===== src/rtl/ctl_seq_pkg.sv =====
// Shared types and the control-word pattern generator for the sequencer.
package ctl_seq_pkg;

  typedef enum logic [1:0] {IDLE, RUN, HOLD, DONE} state_t;
  typedef enum logic [1:0] {RING, JOHNSON, BINARY, GRAY} mode_t;

  localparam int PAT_MAXW = 32;

  // Returns pattern k for a word of 'width' bits (width <= PAT_MAXW); upper bits are zero.
  function automatic logic [PAT_MAXW-1:0] pat_gen(mode_t mode, int unsigned k, int unsigned width);
    logic [63:0]  mask;
    logic [63:0]  r;
    int unsigned  j;
    mask = (64'd1 << width) - 64'd1;
    r    = '0;
    j    = 0;
    case (mode)
      RING:    r = 64'd1 << (k % width);
      JOHNSON: begin
        j = k % (2 * width);
        if (j < width) r = (64'd1 << (j + 1)) - 64'd1;
        else           r = ~((64'd1 << (j - width + 1)) - 64'd1);
      end
      BINARY:  r = {32'd0, k};
      GRAY:    r = {32'd0, k ^ (k >> 1)};
      default: r = '0;
    endcase
    r = r & mask;
    return r[PAT_MAXW-1:0];
  endfunction

endpackage


===== src/rtl/ctl_dwell_timer.sv =====
// Dwell counter: counts while enabled, pulses tc_o on the cycle it reaches the limit.
module ctl_dwell_timer #(
  parameter int DWELL_W = 4
) (
  input  logic               clk_i,
  input  logic               rst_i,
  input  logic               clr_i,
  input  logic               en_i,
  input  logic [DWELL_W-1:0] limit_i,
  output logic               tc_o
);

  logic [DWELL_W-1:0] cnt_q, cnt_d;

  assign tc_o = en_i && !clr_i && (cnt_q == limit_i);

  always_comb begin
    cnt_d = cnt_q;
    if (clr_i)        cnt_d = '0;
    else if (tc_o)    cnt_d = '0;
    else if (en_i)    cnt_d = cnt_q + DWELL_W'(1);
  end

  always_ff @(posedge clk_i or posedge rst_i) begin
    if (rst_i) cnt_q <= '0;
    else       cnt_q <= cnt_d;
  end

endmodule


===== src/rtl/ctl_seq_gen.sv =====
// Control-word sequencer: steps through NUM_STEPS patterns with a per-step dwell,
// start/busy/done handshake, loop, pause and abort.
module ctl_seq_gen
  import ctl_seq_pkg::*;
#(
  parameter  int W_WIDTH   = 6,
  parameter  int NUM_STEPS = 6,
  parameter  int DWELL_W   = 4,
  localparam int STEP_W    = $clog2(NUM_STEPS)
) (
  input  logic               clk,
  input  logic               reset,
  input  logic               start,
  input  logic               abort,
  input  logic               pause,
  input  logic               loop_en,
  input  logic [1:0]         mode,
  input  logic [DWELL_W-1:0] dwell,
  output logic [W_WIDTH-1:0] w,
  output logic [STEP_W-1:0]  step,
  output logic               busy,
  output logic               done
);

  localparam logic [STEP_W-1:0] LAST = STEP_W'(NUM_STEPS - 1);

  state_t               state_q, state_d;
  mode_t                mode_q, mode_d;
  logic [DWELL_W-1:0]   dwell_q, dwell_d;
  logic [STEP_W-1:0]    step_q, step_d;
  logic [W_WIDTH-1:0]   w_q, w_d;
  logic                 busy_q, busy_d;
  logic                 done_q, done_d;
  logic                 load_pat;
  logic                 step_end;

  // Counter only advances in RUN; it is held cleared whenever no sequence is active.
  ctl_dwell_timer #(.DWELL_W(DWELL_W)) u_dwell (
    .clk_i   (clk),
    .rst_i   (reset),
    .clr_i   ((state_q == IDLE) || (state_q == DONE)),
    .en_i    (state_q == RUN),
    .limit_i (dwell_q),
    .tc_o    (step_end)
  );

  always_comb begin
    state_d  = state_q;
    mode_d   = mode_q;
    dwell_d  = dwell_q;
    step_d   = step_q;
    w_d      = w_q;
    busy_d   = busy_q;
    done_d   = 1'b0;
    load_pat = 1'b0;
    case (state_q)
      IDLE: begin
        w_d    = '0;
        busy_d = 1'b0;
        step_d = '0;
        if (start) begin
          mode_d   = mode_t'(mode);
          dwell_d  = dwell;
          state_d  = RUN;
          busy_d   = 1'b1;
          load_pat = 1'b1;
        end
      end
      RUN: begin
        if (step_end) begin
          if (step_q != LAST) begin
            step_d   = step_q + STEP_W'(1);
            load_pat = 1'b1;
          end else if (loop_en) begin
            step_d   = '0;
            load_pat = 1'b1;
          end else begin
            state_d = DONE;
            step_d  = '0;
            w_d     = '0;
            busy_d  = 1'b0;
            done_d  = 1'b1;
          end
        end
        // A step that ends while pausing still advances; the new step is then held.
        if (pause && (state_d == RUN)) state_d = HOLD;
      end
      HOLD: begin
        if (!pause) state_d = RUN;
      end
      DONE: begin
        state_d = IDLE;
        w_d     = '0;
        busy_d  = 1'b0;
      end
      default: state_d = IDLE;
    endcase

    if (load_pat) w_d = W_WIDTH'(pat_gen(mode_d, 32'(step_d), W_WIDTH));

    if (abort) begin
      state_d = IDLE;
      step_d  = '0;
      w_d     = '0;
      busy_d  = 1'b0;
      done_d  = 1'b0;
    end
  end

  always_ff @(posedge clk or posedge reset) begin
    if (reset) begin
      state_q <= IDLE;
      mode_q  <= RING;
      dwell_q <= '0;
      step_q  <= '0;
      w_q     <= '0;
      busy_q  <= 1'b0;
      done_q  <= 1'b0;
    end else begin
      state_q <= state_d;
      mode_q  <= mode_d;
      dwell_q <= dwell_d;
      step_q  <= step_d;
      w_q     <= w_d;
      busy_q  <= busy_d;
      done_q  <= done_d;
    end
  end

  assign w    = w_q;
  assign step = step_q;
  assign busy = busy_q;
  assign done = done_q;

endmodule


===== config.mk =====
export PLATFORM = sky130hd
export DESIGN_NAME = ctl_seq_gen
export DESIGN_NICKNAME = d
export VERILOG_FILES = /design/src/rtl/ctl_seq_pkg.sv /design/src/rtl/ctl_dwell_timer.sv /design/src/rtl/ctl_seq_gen.sv
export SDC_FILE = /design/constraint.sdc
export NUM_CORES = 1
export LEC_CHECK = 0
export CORE_ASPECT_RATIO = 1.25
export CORE_MARGIN = 3
export CORE_UTILIZATION = 41
export DETAILED_ROUTE_END_ITERATION = 12
export PLACE_DENSITY_LB_ADDON = 0.08
export SETUP_SLACK_MARGIN = 0.15
export SYNTH_ARGS = -nofsm -noshare
export SYNTH_HDL_FRONTEND = slang
export SYNTH_SLANG_ARGS = --single-unit

===== constraint.sdc =====
create_clock -name clk -period 3.55 [get_ports clk]
set_clock_uncertainty 0.05 [all_clocks]
set_input_delay 0.355 -clock clk [delete_from_list [all_inputs] [get_ports clk]]
set_output_delay 0.355 -clock clk [all_outputs]
set_load 0.05 [all_outputs]

==> results.yml, run 1 <==
run:
  maxCapViolCount: 0
yosys:
  syn_avg_cell_area_um2: 8.66
  synth_warnings: 0
  synth_edf_count: 0
  async_flop_share_pct: 100
  synth_cells: 225
  synth_nets: 256
  ys_ff_latch: 23
  ys_seq_area_share_pct: 29.5
  synthFlopType: "dfrtp_1"
  ys_types: 52
  syn-cell-area_um2: 1950
worst_setup_path:
  crit_path_cell_trace: "inv_2 -> ha_4 -> and2_4 -> nand4_1 -> nor2_4 -> mux2_4 -> ha_4 -> inv_2 -> ha_4 -> inv_2 -> nand2_2 -> or4_1 -> ha_2 -> nand2b_4 -> or4_4 -> nand4_4 -> o211ai_2"
  worstPathArrival_ns: 3.66
  crit_buf_inv: 3
  crit_fanout: 6
  reg2reg_to: "w[4]"
  cp-start-kind: "register"
  cp-end-kind: "register"
  cpPeakStageDelay_ns: 0.43
  r2r_setup_slack_ns: -0.001
  crit_start: "state_q[1]"
  r2r_start: "state_q[1]"
  crit_family: "simple AND/OR/NAND/NOR gates"
  cp.depth: 17
  endpoint: "w[4]"
  r2r_cells: 17
  worst_path_max_delay_cell: "or4_4"
  critical_path_class: "register to register"
  cp.required_ns: 3.66
sta:
  fmax_mhz: 282
  fin_crit_ns: 3.55
  finalCritPeriodShare_pct: 100
  final.setup.worst_slack_ns: -0.00100
  slew_headroom_pct: 36.9
  tns_ns: -0.00100
  tightest_slew_ns: 0.946
  hold_violations: 0
  setup_viol: 1
  finalMaxSlewViolations: 0
  rsz0062_at_grt: "true"
pwr:
  switching_share_pct: 35.3
  power_density_nw_per_um2: 285
  power_frac_comb_pct: 36.5
  p_sw_uw: 272
  leakage_uw: 0.00114
  pwr-share-clk_pct: 22.9
  power_frac_seq_pct: 40.6
  vdd_drop_max_v: 0.000239
  intPower_uw: 498
place:
  place.port_buffers: 22
  gp_congestion: 0.759
  dpl.cell_count: 322
  hpwlAfterDp_um: 3790
grt:
  grt_first_pass_wirelength_um: 8070
  grt_usage_pct: 18.3
  grt-ovfl-total: 0
  first_global_vias: 1791
  antenna_found_initial: 0
  grt_max_degree: 24
floorplanning:
  die_w_um: 67.7
  rows: 27
  top_level_ports: 23
  die_h_um: 83.1
  core_um2: 4490
  start_util_pct: 43.4
  die_area_um2: 5620
clocking:
  clock_latency_ns: 0.28
  holdBufCountCts: 0
  htreeDepth: 1
  clockBufferDepth: 2
  root_buffer: "clkbuf_8"
  clkTransAtPathRegs_ns: 0.09
  cts_buffers: 3
  cts.sinks: 23
  cts_tree: "done"
hold_path:
  min_from: "w[3]"
  hp-class: "register to register"
route:
  firstDrtPassIters: 4
  postRouteAntennaNets: 0
  routed_wirelength_um: 5070
  drt_drc_violations_left: 0
  wl_per_cell_um: 14.9
  vias_per_cell: 5.45
  vias: 1854
  drtIter0Drc: 84
cells_and_area:
  diodes: 0
  fillers: 413
  synthToLayoutAreaGrowth_pct: 38.4
  fin_cells: 340
  nNetsFinal: 314
  drive_gt1_share_pct: 29.1
outcome:
  status: "complete, but fails checks"
  violations: "negative setup slack"
-- layout by cell type (no fill, tap or decap), types with 6 or more instances in the layout --
cell type / instances
a21oi_1: 7
buf_4: 29
buf_6: 7
clkdlybuf4s50_1: 22
dfrtp_1: 21
ha_1: 13
inv_1: 12
mux2i_1: 6
nand2_1: 19
nand2b_1: 6
nor2_1: 16
nor2b_1: 6
nor3_1: 7
o21ai_0: 14
-- metal layers --
metal	track usage [%]	up-vias	part of all wire [%]
li1	-	928	-
met1	21.8	876	41
met2	32.6	36	53
met3	2.30	14	2.0
met4	6.09	0	3.3
met5	0	-	0
-- sequential cells by signal, summed over array words and instances, names as in the netlist --
signal and cells:
dwell_q 4, busy 1, u_dwell.cnt_q 4, w 6
done 1, step 3, mode_q 2, state_q 2
-- power by group through the flow --
stage / clock network, uW / logic, uW / registers [uW]
detailed placement: 0 / 269 / 318
global route: 192 / 311 / 316
floorplan: 0 / 162 / 337
global placement: 0 / 269 / 317
CTS: 180 / 272 / 313
finish: 176 / 281 / 312
-- synth_stat cells (2+ instances only) --
cell | number | share of area, %
xor2_1 | 2 | 0.90
clkbuf_1 | 2 | 0.39
nand2_1 | 20 | 3.9
o2111ai_1 | 3 | 1.3
nor3b_1 | 2 | 0.77
nand2b_1 | 7 | 2.2
a221oi_1 | 2 | 0.90
or3_1 | 2 | 0.64
and3_4 | 2 | 1.2
o31ai_1 | 2 | 0.77
a211oi_2 | 2 | 1.3
ha_1 | 19 | 12
or2_2 | 2 | 0.64
o21ai_1 | 2 | 0.51
inv_1 | 15 | 2.9
a31oi_1 | 2 | 0.64
o211ai_1 | 5 | 1.9
o21ai_0 | 16 | 4.1
a22oi_1 | 3 | 1.2
xnor2_1 | 3 | 1.3
a211oi_1 | 2 | 0.77
dfrtp_1 | 23 | 30
nor3_1 | 8 | 2.1
nand3_1 | 5 | 1.3
nor2_1 | 17 | 3.3
nand4_1 | 4 | 1.3
nor2b_1 | 6 | 1.9
mux2_2 | 5 | 2.9
a21oi_1 | 8 | 2.1
mux2i_1 | 7 | 3.6
mux2_4 | 2 | 1.5
or2_1 | 2 | 0.64
and2_1 | 4 | 1.3
-- metrics by stage --
stage / setup slack, ns / cell area (um^2) / utilization (%) / power [uW] / hold slack (ns)
2_1_floorplan: 0.0165 / 2030 / - / 498 / 0.307
3_3_place_gp: -0.00669 / 2450 / 54.6 / 586 / 0.435
3_5_place_dp: -0.0285 / 2450 / 54.6 / 587 / 0.446
4_1_cts: 0.0301 / 2580 / 57.5 / 764 / 0.460
5_1_grt: -0.129 / 2700 / 60.1 / 820 / 0.480
6_report: -0.00100 / 2700 / 60.1 / 769 / 0.455
-- what timing repair did --
action                                  in CTS  in global routing
pin swaps                                    3                  6
endpoints found under the setup margin       2                  3
resized for setup                            2                 22
buffers inserted                            10                  4
-- cells by family (layout without fill, tap and decap cells) --
family / Yosys count / count (layout) / share of synthesized area [%]
XOR/XNOR: 5 / 5 / 2.25
multiplexers: 14 / 14 / 8.02
flip-flops: 23 / 23 / 29.5
adder cells (fa/ha/maj): 19 / 19 / 12.2
AND/OR/NAND/NOR: 87 / 87 / 23.9
buffers and inverters: 22 / 79 / 4.81
AO/OA/AOI/OAI: 55 / 55 / 19.3
-- worst min-delay path by stage --
stage | to | cells past startpoint | slack (ns)
after global placement | w[3] | 2 | 0.43
after floorplan | busy | 1 | 0.31
final | w[3] | 2 | 0.45
after global routing | u_dwell.cnt_q[3] | 1 | 0.48
after CTS | u_dwell.cnt_q[3] | 1 | 0.46
after detailed placement | w[3] | 2 | 0.45
-- worst min-delay path, cell delays in order (launching register included) --
cell and delay (ns):
dfrtp_1 0.35, nand2_1 0.05, o211ai_1 0.07
-- layout make-up --
cell class	count	area (um^2)	area share, %
inverter	17	68.8	2.55
timing repair buffer	58	517	19.1
clock inverter	1	7.51	0.278
multi-input combinational	180	1410	52.4
clock buffer	3	41.3	1.53
sequential	23	578	21.4
tap	58	72.6	2.69
No activity file was read; power rests on OpenSTA's default activity.
==> run 2: changes to the inputs <==
--- a/config.mk
+++ b/config.mk
@@ -14,3 +14,4 @@
 export SYNTH_ARGS = -nofsm -noshare
 export SYNTH_HDL_FRONTEND = slang
 export SYNTH_SLANG_ARGS = --single-unit
+export TNS_END_PERCENT = 20
==> run 2 against run 1 <==
Net effect: the run now ends clean; final area decreased by 2.8%; hold slack gained 0.00069 ns; via count is 1.7% lower; register-to-register slack better by 0.05 ns; first-iteration DRC count fell by 6.0%; clock-buffer cell count unchanged; critical endpoint unchanged; highest routed layer unchanged.
==> results.yml, run 2 (synthesis gave the netlist of run 1 again) <==
worst_setup_path:
  critical_path_class: "register to register"
  cp.required_ns: 3.65
  cp-start-kind: "register"
  crit_fanout: 6
  worstPathArrival_ns: 3.60
  cp-end-kind: "register"
sta:
  setup_viol: 0
  tightest_slew_ns: 0.938
  finalMaxSlewViolations: 0
  slew_headroom_pct: 37.4
  rsz0062_at_grt: "true"
  fin_crit_ns: 3.50
  finalCritPeriodShare_pct: 98.6
  hold_violations: 0
  fmax_mhz: 286
clocking:
  cts_buffers: 3
  clock_latency_ns: 0.27
  clkTransAtPathRegs_ns: 0.09
  clockBufferDepth: 2
  root_buffer: "clkbuf_8"
  cts_tree: "done"
  htreeDepth: 1
  holdBufCountCts: 0
  cts.sinks: 23
grt:
  grt_first_pass_wirelength_um: 8070
  grt_usage_pct: 18.4
  antenna_found_initial: 0
  grt_max_degree: 24
  first_global_vias: 1788
  grt-ovfl-total: 0
hold_path:
  hp-class: "register to register"
floorplanning:
  die_area_um2: 5620
  core_um2: 4490
  start_util_pct: 43.4
  top_level_ports: 23
  rows: 27
  die_h_um: 83.1
  die_w_um: 67.7
route:
  firstDrtPassIters: 4
  drt_drc_violations_left: 0
  vias: 1822
  drtIter0Drc: 79
  wl_per_cell_um: 14.4
  vias_per_cell: 5.39
  routed_wirelength_um: 4880
  postRouteAntennaNets: 0
cells_and_area:
  fillers: 422
  register_area_um2: 578
  post-route-util_pct: 58.4
  drive_gt1_share_pct: 26.4
  largest_reg_flops: 6
  final_common_cell: "buf_4"
  nNetsFinal: 312
  layout_common_cells: "buf_4, clkdlybuf4s50_1, dfrtp_1"
  multi_input_area_um2: 1380
  diodes: 0
  synthToLayoutAreaGrowth_pct: 34.5
pwr:
  vdd_drop_max_v: 0.000240
  p_total_uw: 762
  leakage_uw: 0.00111
  power_density_nw_per_um2: 291
place:
  hpwlAfterDp_um: 3790
  place.port_buffers: 22
  gp_congestion: 0.759
outcome:
  status: "completed"
run:
  maxCapViolCount: 0
## run 2: worst paths after layout
check	from	slack (ns)	cells after the start	end
max	state_q[1]	0.05	17	w[4]
min in group asynchronous	reset	0.54	2	mode_q[1]
min reg2reg	w[3]	0.46	2	w[3]
min	w[3]	0.46	2	w[3]
max in group asynchronous	reset	2.27	2	state_q[0]
max reg2reg	state_q[1]	0.05	17	w[4]
## run 2: area by class of cell
type                    instances  area share (%)
clock buffers                   3            1.57
multi-input cells             180            52.6
flip-flops and latches         23            22.0
inverters                      17            2.62
well taps                      58            2.77
clock inverters                 1           0.286
repair buffers                 56            18.1
## run 2: critical path, stage by stage, from the launching register on
cell      delay [ns]
dfrtp_1         0.40
inv_2           0.09
ha_4            0.14
and2_1          0.12
nand4_1         0.17
nor2_4          0.17
mux2_4          0.36
ha_4            0.17
inv_2           0.05
ha_4            0.19
inv_2           0.06
nand2_2         0.06
or4_1           0.41
ha_2            0.20
nand2b_1        0.13
or4_4           0.41
nand4_2         0.10
o211ai_2        0.09
## run 2: what timing repair did
item                                    CTS  global route
hold endpoints to repair                  0             0
pin swaps                                 1             4
endpoints found under the setup margin    2             3
gates resized for setup                   2             8
setup buffers                            10             2
## run 2: report_power, final
part,switching (uW),internal [uW],total (uW)
Clock,94.3,79.6,174
Sequential,20.4,292,312
Combinational,153,124,276
Total,267,495,762
## run 2: per-stage QoR
stage	instance area (um^2)	worst slack, ns	hold WS [ns]	setup TNS (ns)	instances
after floorplan	2030	0.0165	0.307	0	225
after global placement	2450	-0.00669	0.435	-0.00669	322
after detailed placement	2450	-0.0285	0.446	-0.0285	322
after CTS	2580	0.0301	0.460	0	336
after global routing	2620	-0.0979	0.480	-0.221	338
final	2620	0.0501	0.456	0	338
## run 2: routing by layer
metal / vias up / part of all wire, % / track usage (%)
met5: - / 0 / 0
met4: 0 / 3.3 / 6.09
met3: 14 / 2.5 / 2.30
met2: 38 / 52 / 32.5
met1: 849 / 42 / 22.0
li1: 921 / - / -
